## src/rtl/round_pacer.sv

```systemverilog
// Game round controller: turns a GO press into a timed round, paces change pulses
// at a shrinking interval and supplies a non-repeating 0..2 target number.
module round_pacer #(
   parameter int unsigned TICK_DIV         = 50000,
   parameter int unsigned GAME_SEC         = 30,
   parameter int unsigned INIT_INTERVAL_MS = 1000,
   parameter int unsigned MIN_INTERVAL_MS  = 250,
   parameter int unsigned STEP_MS          = 50,
   parameter logic [7:0]  LFSR_SEED        = 8'hA5
) (
   input  logic       clk,
   input  logic       rst,
   input  logic       go_btn,
   output logic       start,
   output logic       change,
   output logic [1:0] randNum,
   output logic [6:0] secs_left,
   output logic       round_done
);

   localparam longint unsigned SecClks = 64'(1000) * 64'(TICK_DIV);
   localparam longint unsigned GapMax  = 64'(INIT_INTERVAL_MS) * 64'(TICK_DIV);
   localparam int unsigned     SW      = $clog2(SecClks);
   localparam int unsigned     GW      = $clog2(GapMax + 3);
   localparam int unsigned     IW      = $clog2(INIT_INTERVAL_MS + 1);
   localparam logic [7:0]      SeedEff = (LFSR_SEED == 8'h00) ? 8'h01 : LFSR_SEED;

   typedef enum logic [1:0] {StIdle, StRun, StDone} state_e;

   state_e          state_q, state_d;
   logic            sync1_q, sync2_q, prev_q;
   logic [7:0]      lfsr_q;
   logic            start_q, start_d;
   logic            change_q, change_d;
   logic [1:0]      rand_q, rand_d;
   logic [6:0]      secs_q, secs_d;
   logic            done_q, done_d;
   logic [SW-1:0]   sec_cnt_q, sec_cnt_d;
   logic [GW-1:0]   gap_q, gap_d;
   logic [IW-1:0]   interval_q, interval_d;

   logic            go_edge;
   logic [7:0]      lfsr_next;
   logic [1:0]      cand, cand_alt;
   logic            sec_wrap;
   logic [GW-1:0]   gap_load;
   logic [IW-1:0]   iv_next;

   assign go_edge   = sync2_q & ~prev_q;
   assign lfsr_next = {lfsr_q[6:0], lfsr_q[7] ^ lfsr_q[5] ^ lfsr_q[4] ^ lfsr_q[3]};
   assign cand      = 2'(lfsr_q % 8'd3);
   assign cand_alt  = (cand == 2'd2) ? 2'd0 : cand + 2'd1;
   assign sec_wrap  = (sec_cnt_q == SW'(SecClks - 1));
   assign gap_load  = GW'(interval_q) * GW'(TICK_DIV);

   always_comb begin
      if (32'(interval_q) >= MIN_INTERVAL_MS + STEP_MS) begin
         iv_next = IW'(32'(interval_q) - STEP_MS);
      end else begin
         iv_next = IW'(MIN_INTERVAL_MS);
      end
   end

   always_comb begin
      state_d    = state_q;
      start_d    = start_q;
      change_d   = 1'b0;
      rand_d     = rand_q;
      secs_d     = secs_q;
      done_d     = 1'b0;
      sec_cnt_d  = sec_cnt_q;
      gap_d      = gap_q;
      interval_d = interval_q;
      case (state_q)
         StIdle, StDone: begin
            if (go_edge) begin
               state_d    = StRun;
               start_d    = 1'b1;
               secs_d     = 7'(GAME_SEC);
               sec_cnt_d  = '0;
               // First pulse two edges after entry so the LED block is already running
               gap_d      = GW'(2);
               interval_d = IW'(INIT_INTERVAL_MS);
            end
         end
         StRun: begin
            sec_cnt_d = sec_wrap ? '0 : sec_cnt_q + SW'(1);
            if (sec_wrap && secs_q != 7'd0) begin
               secs_d = secs_q - 7'd1;
            end
            if (sec_wrap && secs_q == 7'd1) begin
               // Time-out wins over a pulse due on the same edge
               state_d = StDone;
               start_d = 1'b0;
               done_d  = 1'b1;
            end else if (gap_q == GW'(1)) begin
               change_d   = 1'b1;
               rand_d     = (cand == rand_q) ? cand_alt : cand;
               gap_d      = gap_load;
               interval_d = iv_next;
            end else if (gap_q != '0) begin
               gap_d = gap_q - GW'(1);
            end
         end
         default: state_d = StIdle;
      endcase
   end

   always_ff @(posedge clk) begin
      if (!rst) begin
         state_q    <= StIdle;
         sync1_q    <= 1'b0;
         sync2_q    <= 1'b0;
         prev_q     <= 1'b0;
         lfsr_q     <= SeedEff;
         start_q    <= 1'b0;
         change_q   <= 1'b0;
         rand_q     <= 2'd0;
         secs_q     <= 7'(GAME_SEC);
         done_q     <= 1'b0;
         sec_cnt_q  <= '0;
         gap_q      <= '0;
         interval_q <= '0;
      end else begin
         state_q    <= state_d;
         sync1_q    <= go_btn;
         sync2_q    <= sync1_q;
         prev_q     <= sync2_q;
         lfsr_q     <= lfsr_next;
         start_q    <= start_d;
         change_q   <= change_d;
         rand_q     <= rand_d;
         secs_q     <= secs_d;
         done_q     <= done_d;
         sec_cnt_q  <= sec_cnt_d;
         gap_q      <= gap_d;
         interval_q <= interval_d;
      end
   end

   assign start      = start_q;
   assign change     = change_q;
   assign randNum    = rand_q;
   assign secs_left  = secs_q;
   assign round_done = done_q;

endmodule

```

## config.mk

```make
export PLATFORM = sky130hd
export DESIGN_NAME = round_pacer
export DESIGN_NICKNAME = d
export VERILOG_FILES = /design/src/rtl/round_pacer.sv
export SDC_FILE = /design/constraint.sdc
export NUM_CORES = 1
export LEC_CHECK = 0
export CORE_MARGIN = 2
export CORE_UTILIZATION = 45
export DETAILED_ROUTE_END_ITERATION = 6
export GPL_TIMING_DRIVEN = 1
export PLACE_DENSITY = 0.71
export SETUP_SLACK_MARGIN = 0.15
export SLEW_MARGIN = 20
export SYNTH_ARGS = -nofsm -noshare
export SYNTH_HDL_FRONTEND = slang
export SYNTH_SLANG_ARGS = --single-unit
```

## constraint.sdc

```tcl
create_clock -name clk -period 4.7 [get_ports clk]
set_clock_uncertainty 0.05 [all_clocks]
set_input_delay 0.94 -clock clk [delete_from_list [all_inputs] [get_ports clk]]
set_output_delay 0.94 -clock clk [all_outputs]
set_load 0.01 [all_outputs]
```

==> out/metrics.cfg <==
[timing]
hold_viol_final = 0
maxSlewViolCount = 0
worstMarginPinSlew_ps = 771.5
fin_setup_tns_ps = 0
min_period_ps = 4385
rsz0062_at_grt = no
relSlewSlack_pct = 48.57
period_share_pct = 93.29
clock.fmax_ghz = 0.2281
setup_ws_ps = 315.5
setup_viol = 0

[global_route]
track_usage_pct = 20.20
overflow = 0
first_global_vias = 5697
grt_pass1_wl_um = 26830
antenna_found_initial = 0
grt_max_degree = 38

[clock_tree]
htree_levels = 3
cts_buffers = 9
clockBufferDepth = 2
cts.sinks = 86
cts_setup_buffers = 0
cts_tree = done
clkTransAtPathRegs_ps = 70
cts_root_buffer = clkbuf_16
clk_latency_ps = 350

[placement]
dpl_cell_area_mm2 = 0.007183
dp_slack_ps = 192.4
gp_congestion = 0.9064
portBuffers = 14
dp_hpwl_um = 11520

[worst_hold_path]
hold_class = reg2reg

[synthesis]
yosysMostFrequentCell = ha_1
yosysWarnings = 0
synthTopCellsByArea = dfxtp_1, ha_1, fa_1, nor2_1, a21oi_1
synth_edf_count = 0
synth_top_area_share_pct = 25.17
synth_top_cell_by_area = dfxtp_1
syn_area_mm2 = 0.006840
synth-seq-cells = 86
syn_avg_cell_area_um2 = 8.085
synth-seq-area-share_pct = 25.17
synth_cell_types = 73
synthArstFlopShare_pct = 0
synthFlopType = dfxtp_1
synthTopCellsByCount = ha_1, dfxtp_1, nor2_1, inv_1, nand2_1
syn-instance-count = 846

[die]
fp.dieArea_mm2 = 0.01620
fp.dieH_um = 127.3
start_util_pct = 45.50
die_w_um = 127.3
design.portCount = 15
core-area_mm2 = 0.01503
rows = 45

[route]
wl_met2_um = 7372
wl_met3_um = 662
top_layer = met4
drtAntennaViolNets = 0
drt-total-wl_um = 15810
post_drt_via_cell_ratio = 5.635
drtIter0Drc = 469
vias = 5894
drc = 0
wl_per_cell_um = 15.11
wl_met1_um = 7498
first_pass_iters = 5

[final_layout]
fin_nets = 962
layout-drive-gt1-share_pct = 7.343
nFillCells = 1427
multiInputGateArea_mm2 = 0.004795
regArea_mm2 = 0.001725
area_growth_pct = 10.46
stdcell_area_mm2 = 0.007556
n_antenna_cell = 0
final_util_pct = 50.26

[power_and_ir_drop]
irDropWorstVdd_uv = 218.4
power_leakage_nw = 3.337
p_per_area_mw_per_mm2 = 320.2
fin_total_pwr_w = 0.002419

[outcome]
outcome = finished, final reports clean

[critical_path]
start_kind = register
worst-path-max-fanout = 5
cp-end-kind = register
critical_path_required_ps = 4950
arrival_ps = 4630
critical_path_class = reg2reg

[flow_run]
cap_viol_max_count = 0

## sequential cells by signal, indices dropped and copies added, names as in the netlist, 2 cells and up
name and flops:
gap_q 26, interval_q 9, lfsr_q 8, randNum 2, sec_cnt_q 26, secs_left 7, state_q 2
## timing repair
action                                  in CTS  in global routing
endpoints found under the setup margin       0                  7
hold endpoints to repair                     0                  0
hold buffers                                 0                  0
gates resized for setup                      0                 16
## cells by family after synthesis
kind of cell    count (synthesis)  share of synthesized area (%)
flops                          86                          25.17
xor+xnor                       47                          6.018
mux                             5                         0.7682
compound gates                189                          17.76
simple gates                  310                          23.40
buf+inv                       102                          5.689
other cells                     1                        0.05482
fa+ha+maj                     106                          21.15
## metal layers
layer / vias to the layer above / GRT usage, %
met5: - / 0
li1: 3017 / -
met3: 19 / 4.313
met1: 2741 / 26.87
met4: 0 / 6.206
met2: 117 / 32.97
## area by class of cell
| cell class | count | share of cell area, % |
|---|---|---|
| Clock buffer | 9 | 2.981 |
| Clock inverter | 7 | 1.143 |
| Inverter | 71 | 3.527 |
| Multi-Input combinational cell | 660 | 63.45 |
| Sequential cell | 86 | 22.83 |
| Tap cell | 188 | 3.113 |
| Timing Repair Buffer | 25 | 2.948 |
## cell usage in the layout (no fill, tap or decap), types with 10 or more instances in the layout
cell	instances
a21oi_1	53
a31oi_1	12
and2_1	10
and3_1	11
buf_4	11
clkdlybuf4s50_1	14
dfxtp_1	83
fa_1	16
ha_1	89
inv_1	70
nand2_1	61
nand3_1	34
nor2_1	84
nor3_1	37
o21ai_0	40
xnor2_1	30
xor2_1	17
## through the flow
step,hold slack [ps],std cells
global placement,378.7,1030
finish,391.9,1046
CTS,396.9,1046
floorplan,361.9,848
global route,406.7,1046
detailed placement,374.0,1030
## report_power, final
part	internal [W]	switching, W	total [W]
Clock	0.000425	0.000335	0.000760
Combinational	0.000345	0.000509	0.000854
Sequential	0.000763	0.0000429	0.000805
Total	0.00153	0.000887	0.00242
## critical path, stage by stage, from the launching register on
cell and delay [ps]:
dfxtp_1 330, inv_1 80, ha_1 280, inv_1 60
fa_1 490, inv_1 60, fa_1 500, inv_1 50
ha_1 280, ha_1 290, ha_1 270, or2_2 340
o221ai_2 230, o21ai_2 110, a31oi_2 250, nand3b_1 120
xnor2_1 140, a221oi_1 280, a31o_2 140
## worst paths after layout
path | startpoint | end | slack (ps) | cells past startpoint
hold reg to reg | sync1_q | sync2_q | 390 | 1
hold / removal | sync1_q | sync2_q | 390 | 1
setup reg to reg | interval_q[6] | gap_q[21] | 320 | 18
setup / recovery | interval_q[6] | gap_q[21] | 320 | 18
Power figures use the tool's default switching activity.
